**src/rtl/task_ctrl_pkg.sv**
```systemverilog
// Shared opcode, state and field-slice definitions for the multi-node task controller.
package task_ctrl_pkg;

    localparam int unsigned OP_W = 16;

    typedef enum logic [1:0] {
        ST_READY = 2'b00,
        ST_SUSP  = 2'b01,
        ST_WAIT  = 2'b10,
        ST_TERM  = 2'b11
    } node_state_e;

    localparam logic [3:0] OP_READY    = 4'h1;
    localparam logic [3:0] OP_SUSPEND  = 4'h2;
    localparam logic [3:0] OP_WAIT     = 4'h3;
    localparam logic [3:0] OP_KILL     = 4'h4;
    localparam logic [3:0] OP_SET_PRIO = 4'h5;
    localparam logic [3:0] OP_ADD_HIT  = 4'h6;
    localparam logic [3:0] OP_EXECUTE  = 4'h7;
    localparam logic [3:0] OP_KILL_ALL = 4'hC;

    // Target task field of an opcode word
    function automatic logic [3:0] op_target(input logic [OP_W-1:0] w);
        return w[11:8];
    endfunction

    // Operation field of an opcode word
    function automatic logic [3:0] op_code(input logic [OP_W-1:0] w);
        return w[7:4];
    endfunction

    // Argument field of an opcode word
    function automatic logic [3:0] op_arg(input logic [OP_W-1:0] w);
        return w[3:0];
    endfunction

endpackage

```
**src/rtl/task_node_fsm.sv**
```systemverilog
// Per-node task state, priority and aging; raises execute/kill-all/add-hit requests to the top.
module task_node_fsm
    import task_ctrl_pkg::*;
#(
    parameter logic [3:0]  TASK_ID    = 4'h2,
    parameter int unsigned PRIO_W     = 4,
    parameter int unsigned AGE_PERIOD = 10000
) (
    input  logic              CLK,
    input  logic              RST,
    input  logic [OP_W-1:0]   op,
    input  logic              kill_all,
    input  logic              grant,
    output node_state_e       state,
    output logic [PRIO_W-1:0] prio,
    output logic              exe_req_c,
    output logic              kill_all_req_c,
    output logic [3:0]        add_val_c
);

    localparam int unsigned AGE_W = (AGE_PERIOD > 1) ? $clog2(AGE_PERIOD) : 1;
    localparam logic [AGE_W-1:0] AGE_LAST = AGE_W'(AGE_PERIOD - 1);

    node_state_e       state_nxt_c;
    logic [PRIO_W-1:0] prio_nxt_c;
    logic [AGE_W-1:0]  age, age_nxt_c;
    logic              hit_c;
    logic [3:0]        code_c;

    // State, priority and age registers
    always_ff @(posedge CLK or posedge RST) begin
        if (RST) begin
            state <= ST_READY;
            prio  <= '0;
            age   <= '0;
        end else begin
            state <= state_nxt_c;
            prio  <= prio_nxt_c;
            age   <= age_nxt_c;
        end
    end

    // Opcode decode, aging and next-state; terminated nodes ignore every op
    always_comb begin
        state_nxt_c    = state;
        prio_nxt_c     = prio;
        age_nxt_c      = age;
        hit_c          = (op_target(op) == TASK_ID) && (state != ST_TERM);
        code_c         = op_code(op);
        exe_req_c      = hit_c && (code_c == OP_EXECUTE) && (state == ST_READY);
        kill_all_req_c = hit_c && (code_c == OP_KILL_ALL);
        add_val_c      = (hit_c && (code_c == OP_ADD_HIT)) ? op_arg(op) : 4'h0;

        if (state == ST_READY && !grant) begin
            if (age == AGE_LAST) begin
                age_nxt_c = '0;
                if (prio != '1) prio_nxt_c = prio + PRIO_W'(1);
            end else begin
                age_nxt_c = age + AGE_W'(1);
            end
        end
        if (grant) age_nxt_c = '0;

        if (hit_c) begin
            case (code_c)
                OP_READY:    state_nxt_c = ST_READY;
                OP_SUSPEND:  state_nxt_c = ST_SUSP;
                OP_WAIT:     state_nxt_c = ST_WAIT;
                OP_KILL:     state_nxt_c = ST_TERM;
                OP_SET_PRIO: begin
                    prio_nxt_c = PRIO_W'(op_arg(op));
                    age_nxt_c  = '0;
                end
                default:     ;
            endcase
        end

        if (kill_all) state_nxt_c = ST_TERM;
    end

endmodule

```
**src/rtl/task_ctrl_mc.sv**
```systemverilog
// Multi-node task controller: per-node FSMs, shared execution budget, fixed-priority grant, sorter tags.
module task_ctrl_mc
    import task_ctrl_pkg::*;
#(
    parameter int unsigned NUM_NODES  = 2,
    parameter logic [3:0]  TASK_ID    = 4'h2,
    parameter int unsigned PRIO_W     = 4,
    parameter int unsigned HIT_W      = 8,
    parameter int unsigned HIT_INIT   = 128,
    parameter int unsigned AGE_PERIOD = 10000
) (
    input  logic                             CLK,
    input  logic                             RST,
    input  logic [OP_W*NUM_NODES-1:0]        in_op,
    output logic [(PRIO_W+4)*NUM_NODES-1:0]  out_sorter,
    output logic [NUM_NODES-1:0]             exe_flag,
    output logic [HIT_W-1:0]                 exe_hit,
    output logic [2*NUM_NODES-1:0]           node_state
);

    localparam int unsigned TAG_W = PRIO_W + 4;
    localparam int unsigned SUM_W = HIT_W + 8;
    localparam logic [HIT_W-1:0] HIT_MAX = '1;

    node_state_e          st_a   [NUM_NODES];
    logic [PRIO_W-1:0]    prio_a [NUM_NODES];
    logic [3:0]           add_val_c [NUM_NODES];
    logic [NUM_NODES-1:0] exe_req_c, kill_req_c, eligible_c, grant_c;
    logic                 kill_all_c, grant_found_c;
    logic [SUM_W-1:0]     sum_c;
    logic [HIT_W-1:0]     sat_c, hit_nxt_c;

    assign kill_all_c = |kill_req_c;

    // One control FSM per scheduler node
    for (genvar n = 0; n < NUM_NODES; n++) begin : g_node
        task_node_fsm #(
            .TASK_ID    (TASK_ID),
            .PRIO_W     (PRIO_W),
            .AGE_PERIOD (AGE_PERIOD)
        ) u_node (
            .CLK            (CLK),
            .RST            (RST),
            .op             (in_op[OP_W*n +: OP_W]),
            .kill_all       (kill_all_c),
            .grant          (grant_c[n]),
            .state          (st_a[n]),
            .prio           (prio_a[n]),
            .exe_req_c      (exe_req_c[n]),
            .kill_all_req_c (kill_req_c[n]),
            .add_val_c      (add_val_c[n])
        );
        assign node_state[2*n +: 2] = st_a[n];
    end

    // Lowest-index eligible node wins; kill-all and an empty budget suppress every grant
    always_comb begin
        grant_c       = '0;
        grant_found_c = 1'b0;
        eligible_c    = exe_req_c & {NUM_NODES{(exe_hit != '0) && !kill_all_c}};
        for (int n = 0; n < NUM_NODES; n++) begin
            if (eligible_c[n] && !grant_found_c) begin
                grant_c[n]    = 1'b1;
                grant_found_c = 1'b1;
            end
        end
    end

    // Saturating budget update: adds applied first, grant taken from the saturated sum
    always_comb begin
        sum_c = SUM_W'(exe_hit);
        for (int n = 0; n < NUM_NODES; n++) begin
            sum_c = sum_c + SUM_W'(add_val_c[n]);
        end
        sat_c     = (sum_c > SUM_W'(HIT_MAX)) ? HIT_MAX : HIT_W'(sum_c);
        hit_nxt_c = sat_c - HIT_W'(|grant_c);
    end

    // Budget and grant pulse registers
    always_ff @(posedge CLK or posedge RST) begin
        if (RST) begin
            exe_hit  <= HIT_W'(HIT_INIT);
            exe_flag <= '0;
        end else begin
            exe_hit  <= hit_nxt_c;
            exe_flag <= grant_c;
        end
    end

    // Sorter tags follow the registered node state/priority one cycle later
    always_ff @(posedge CLK or posedge RST) begin
        if (RST) begin
            out_sorter <= '0;
        end else begin
            for (int n = 0; n < NUM_NODES; n++) begin
                out_sorter[TAG_W*n +: TAG_W] <= (st_a[n] == ST_READY) ? {prio_a[n], TASK_ID} : '0;
            end
        end
    end

endmodule

```
**config.mk**
```make
export PLATFORM = sky130hd
export DESIGN_NAME = task_ctrl_mc
export DESIGN_NICKNAME = d
export VERILOG_FILES = /design/src/rtl/task_ctrl_pkg.sv /design/src/rtl/task_node_fsm.sv /design/src/rtl/task_ctrl_mc.sv
export SDC_FILE = /design/constraint.sdc
export NUM_CORES = 1
export LEC_CHECK = 0
export CELL_PAD_IN_SITES_DETAIL_PLACEMENT = 0
export CELL_PAD_IN_SITES_GLOBAL_PLACEMENT = 1
export CORE_UTILIZATION = 40
export DETAILED_ROUTE_END_ITERATION = 10
export PLACE_DENSITY_LB_ADDON = 0.1
export SETUP_SLACK_MARGIN = 0.4
export SLEW_MARGIN = 10
export SYNTH_ARGS = -nofsm -noshare
export SYNTH_HDL_FRONTEND = slang
export SYNTH_SLANG_ARGS = --single-unit
```
**constraint.sdc**
```tcl
create_clock -name CLK -period 8.7 [get_ports CLK]
set_input_delay 0.87 -clock CLK [delete_from_list [all_inputs] [get_ports CLK]]
set_output_delay 0.87 -clock CLK [all_outputs]
set_load 0.05 [all_outputs]
```
# Word-level counts from Yosys, hierarchy flattened
# Cells that the tools add are included.
[totals] ff_bits=66 latchBits=0 ram_bits=0 mem_bits_ro=0 out_inout_bits=30 elab_cells=103 mem_count=0
[classes] add_sub_neg=7 n_mul=0 div=0 order_cmp=1 n_eq_ne=24 n_shift=0 muxes=33 bitwise=1 n_reduce_logical=28
[ops] operator="$mux 14" count=10
[ops] operator="$mux 4" count=12
[ops] operator="$eq 4x3->1 const B" count=8
[ops] operator="$add 14x1->14 const B" count=2
[ops] operator="$eq 14x14->1 const B" count=2
[ops] operator="$eq 4x2->1 const B" count=6
[ops] operator="$mux 8" count=3
[ops] operator="$pmux 2 s4" count=2
[ops] operator="$logic_and 1x1->1" count=14
[ops] operator="$add 9x4->10" count=1
[ops] operator="$gt 10x8->1 const B" count=1
[ops] operator="$reduce_bool 5->1" count=2
[ops] operator="$add 8x4->9" count=1
[ops] operator="$add 4x1->4 const B" count=2
[ops] operator="$eq 4x1->1 const B" count=2
[ops] operator="$eq 4x4->1 const B" count=2
[ops] operator="$mux 2" count=4
[ops] operator="$ne 4x4->1 const B" count=2
[ops] operator="$reduce_bool 8->1" count=1
[ops] operator="$sub 8x1->8" count=1
[ops] operator="$logic_not 2->1" count=2
[ops] operator="$ne 2x2->1 const B" count=2
[ops] operator="$reduce_and 2->1" count=2
[ops] operator="$reduce_bool 2->1" count=2
[ops] operator="4 further kinds" count=8

# Longest topological paths before layout
[depth] ltp_word=17 ltp_mapped=18 depth_no_buf=18

# Cells and area by module
# A second synthesis with hierarchy kept.
[hier_totals] hier_cells=393 hier_area_um2=3778.6
[modules_own_cells] module="task_node_fsm" instances=2 cells_each=138 area_per_inst_um2=1285.0 seq_area_each_um2=500.5
[modules_own_cells] module="task_ctrl_mc" instances=1 cells_each=117 area_per_inst_um2=1208.7 seq_area_each_um2=501.7

# Least setup slack after synthesis
# No wires, ideal clock.
[synth_path] kind="input port to flip-flop" from="in in_op[24]" to="reg exe_hit[6]" setup_time_ns=0.086 t_arrival_ns=4.594 required_ns=8.614 setup_slack_ns=4.020 stages=18 path_buffers=0 path_cell_list="nor4b_2 nand2_1 nor4b_1 nand2_1 fa_1 inv_1 ha_1 a21o_1 a21oi_1 o21ai_0 and3_1 nor2_1 ha_1 ha_1 nand3_1 nand2b_1 o22a_1 nor3_1"
[synth_via] elab_chain_len=13 word_cells_on_any_way=20 classes_between="add/sub: 2; order compare: 1; eq/ne: 1; mux: 4; bitwise: 1; reduce/logical: 11"
[synth_rtl] element="from (decl)" line="task_ctrl_mc.sv:14" source="input logic [OP_W*NUM_NODES-1:0] in_op,"
[synth_rtl] element="$eq 4x2->1 *" line="task_node_fsm.sv:48" source="hit_c = (op_target(op) == TASK_ID) && (state != ST_TERM);"
[synth_rtl] element="$logic_and 1x1->1 *" line="task_node_fsm.sv:48"
[synth_rtl] element="parallel branches: the longest is 10 deep, another holds $add 9x4->10"
[synth_rtl] element="$sub 8x1->8 *" line="task_ctrl_mc.sv:76" source="hit_nxt_c = sat_c - HIT_W'(|grant_c);"
[synth_rtl] element="net hit_nxt_c[6]" line="task_ctrl_mc.sv:31" source="logic [HIT_W-1:0] sat_c, hit_nxt_c;"
[synth_rtl] element="to (signal assigned)" line="task_ctrl_mc.sv:82" source="exe_hit <= HIT_W'(HIT_INIT);"
[synth_rtl] element="to (signal assigned)" line="task_ctrl_mc.sv:85" source="exe_hit <= hit_nxt_c;"
[synth_rtl] element="to (decl)" line="task_ctrl_mc.sv:17" source="output logic [HIT_W-1:0] exe_hit,"
# Mark *: on every way through the listed nets, which the timed path passes.
# A chain may end at the register's enable or synchronous reset.

# Worst setup path in the final report
# Same ends and word-level chain as after synthesis.

==> impl_results.md <==
* Core area at roughly 0.0088 mm²
* Die width at a little under 100 µm
* HPWL Detailed at around 6200 µm
* Antenna-violating nets left at 0
* Skew final at 0.00984 ns
* I/O pins at 64
* Cts repair resizes at 0
* Max Cap Viol at 0
* Overall die area at around 0.0096 mm²
* Worst R2R Setup Slack at between 4 and 5 ns
* Worst reg-to-reg path cell count at 18
* Crit share post-route at roughly 64%
* Placed Area at between 0.004 and 0.005 mm²
* Crit Reg-Reg Endpoint: exe_hit[6]
* # Post-CTS Setup Buffers at 0
* Seq/Total Area, Yosys at 41.0%
* Setup slack after layout at roughly 3.1 ns
* Top_reg_cell synth: dfrtp_1
* Crit path launch type: input port
* Max Clock Freq at 0.180 GHz
* Top cells by area, synth: dfrtp_1, nand2_1, nor2_1
* DRT iter0 DRCs at approximately 150
* Layout cell share with drive strength beyond 1 at roughly 6.6%
* Fillers at 835
* Via/cell ratio at 5.45
* Synth warn at 0
* NetSw at between 0.3 and 0.4 mW
* Final #Nets at approximately 500
* Pint at roughly 0.63 mW
* Mapped Area at 0.00367 mm²
* Fin. Hold Viols at 0
* CP Cell Sequence: clkdlybuf4s50_1 -> nor4b_2 -> nand2_1 -> nor4b_1 -> nand2_1 -> fa_1 -> inv_1 -> ha_1 -> a21o_1 -> a21oi_1 -> o21ai_0 -> and3_1 -> nor2_1 -> ha_1 -> ha_1 -> nand3_1 -> nand2b_1 -> nor4b_1 -> nor3_1
* Syn Inst Count at just over 400
* Initial Util at approximately two fifths
* Power share of the sequential group at roughly 42%
* Status: finished, violations left
* Clock Sinks at 60
* Finish-stage setup viols at 0
* Util after Layout at about half
* TritonCTS clock tree: done
* #FFs+latches synth at 60
* Normalized max-slew margin at between 40% and 50%
* First-pass GRT wire length at 14500 µm
* GP Congestion at a little over 0.8
* Root Driver: clkbuf_8
* Hold path endpoint: g_node[0].u_node.age[13]
* PortBufs at 49
* Final Cell Area at 0.00442 mm²
* Hold path depth at 2
* Post-synth top area share at between 40% and 50%
* Worst-Skew Late Latency at between 0.3 and 0.4 ns
* Reg2reg start: g_node[0].u_node.state[0]
* Fin cells at roughly 560
* Worst setup EP type: flop
* Sw frac at roughly 37%
* Worst-Margin Slew at roughly 0.86 ns
* Area grow syn2layout at 20.6%
* Pin count of the biggest net entering global routing at just over 60
* Required @ worst endpoint at 8.91 ns
* Pre-CTS setup slack at roughly 2.8 ns
* H-tree Lvls at 3
* Design Power at about 1 mW
* Yosys top cell by area: dfrtp_1
* DRC viols at 2
* Vias after detailed routing at 3072
* Hold Crit Start: g_node[0].u_node.age[13]
* Clock tree buffer depth at 2
* WHS at 0.542 ns
* CP max-delay cell: nor4b_1
* Die height at between 90 and 100 µm
* Initial antenna violation count at 0
* Total Routing Usage GR at 19.2%
* Clock network power share at a little over a quarter
* Post-synth EDFFs at 0
* Mean Syn Cell Area at 9.08 µm²
* Critical Path AT at a little under 6 ns
* First-pass DRT Iterations at 8
* Logic pwr share at between 30% and 40%
* Vias in the first global route at slightly above 3k
* CP Launch Point: in_op[24]
* CTS clock-pin slew for the worst setup and hold paths at 0.06 ns
* Cts bufs inserted at 9
* Fraction of registers with async set/reset at 100%
* Crit path largest cell delay at about 0.56 ns
* Slew Viols, Final at 0
* Final wirelength at about 8600 µm
* Critical path type: in -> reg
* Hold Path Class: reg -> reg
* Grt ovf at 0
* Wire per inst at ~15 µm
* Worst path most repeated cell: ha_1
* Maximum VDD drop at roughly 0.15 mV
* Leakage at ~1.9 nW
* Post-synth cell types at 62
* Crit-path max FO at 7
* Pwr/cell area at about 230 mW/mm²
* Setup TNS at 0 ns
* Core Rows at 34
* Most frequent cells in the layout: dfrtp_1, clkdlybuf4s50_1, nand2_1, nor2_1, nand3_1
* # diodes at 0
* Unrepaired setup endpoints after global routing: no
* Placed Cells at 549
* Min cycle time layout at roughly 5.6 ns
* Commonest non-fill, non-tap cell in the layout: dfrtp_1
* Hold-fix buffers, CTS at 0
* Failing checks: design-rule violations
==> area by class of cell <==
cell class / count / area (µm²) / area share, %
sequential: 60 / 1500 / 34.0
clock inverter: 1 / 30.0 / 0.679
clock buffer: 14 / 173 / 3.90
inverter: 16 / 60.1 / 1.36
tap: 108 / 135 / 3.06
timing repair buffer: 51 / 505 / 11.4
multi-input combinational: 314 / 2020 / 45.6
==> routing by layer <==
| metal | share of wire, % | global-route usage (%) |
|---|---|---|
| met1 | 48 | 25.2 |
| met2 | 48 | 32.1 |
| met3 | 3.4 | 4.51 |
| met4 | 0.68 | 4.66 |
| met5 | 0 | 0 |
==> cell usage after synthesis, drive strengths merged, types with 3 or more instances <==
cell,instances
fa,5
nor4b,6
nand3b,3
or4b,3
xor2,16
o21a,3
a21oi,18
nor3,11
nor2,39
xnor2,10
or3,7
and2,15
nand4,13
a31oi,8
inv,16
o31ai,4
and4,3
nand2b,3
and3,10
ha,11
nor2b,5
dfrtp,59
buf,11
nand3,24
clkbuf,8
nor4,4
a21o,3
or2,3
nand2,38
o21ai,16
==> worst max-delay path by stage <==
| stage | endpoint | slack [ns] |
|---|---|---|
| final | exe_hit[6] | 3.13 |
| after global routing | exe_hit[6] | 2.66 |
| after CTS | exe_hit[6] | 3.17 |
| after detailed placement | exe_hit[6] | 2.83 |
| after global placement | exe_hit[6] | 2.94 |
| after floorplan | exe_hit[6] | 4.02 |
==> worst max-delay path: cells and delay by family <==
kind / cells / cell delay [ns]
AND/OR/NAND/NOR: 10 / 2.48
adder cells (fa/ha/maj): 4 / 1.19
buffers and inverters: 2 / 0.47
AO/OA/AOI/OAI: 3 / 0.75
==> logic make-up (layout without fill, tap and decap cells) <==
kind of cell / after synthesis / after routing / share of synthesized area, %
flops: 60 / 60 / 41.0
buf+inv: 35 / 82 / 4.57
compound gates: 69 / 69 / 11.9
other cells: 1 / 6 / 0.102
simple gates: 193 / 193 / 28.6
mux: 4 / 4 / 1.16
fa+ha+maj: 16 / 16 / 6.48
xor+xnor: 26 / 26 / 6.21
==> flip-flops by register name, summed over array words and instances, names as in the netlist <==
register / cells
g_node.u_node.state: 4
out_sorter: 10
g_node.u_node.age: 28
exe_flag: 2
exe_hit: 8
g_node.u_node.prio: 8
==> power groups by stage <==
stage          clock network [mW]  logic (mW)  registers, mW
2_1_floorplan                   0       0.171          0.471
3_5_place_dp                    0       0.316          0.426
3_3_place_gp                    0       0.310          0.426
6_report                    0.260       0.316          0.421
4_1_cts                     0.269       0.318          0.422
5_1_grt                     0.283       0.351          0.434
No activity file was read; power rests on OpenSTA's default activity.
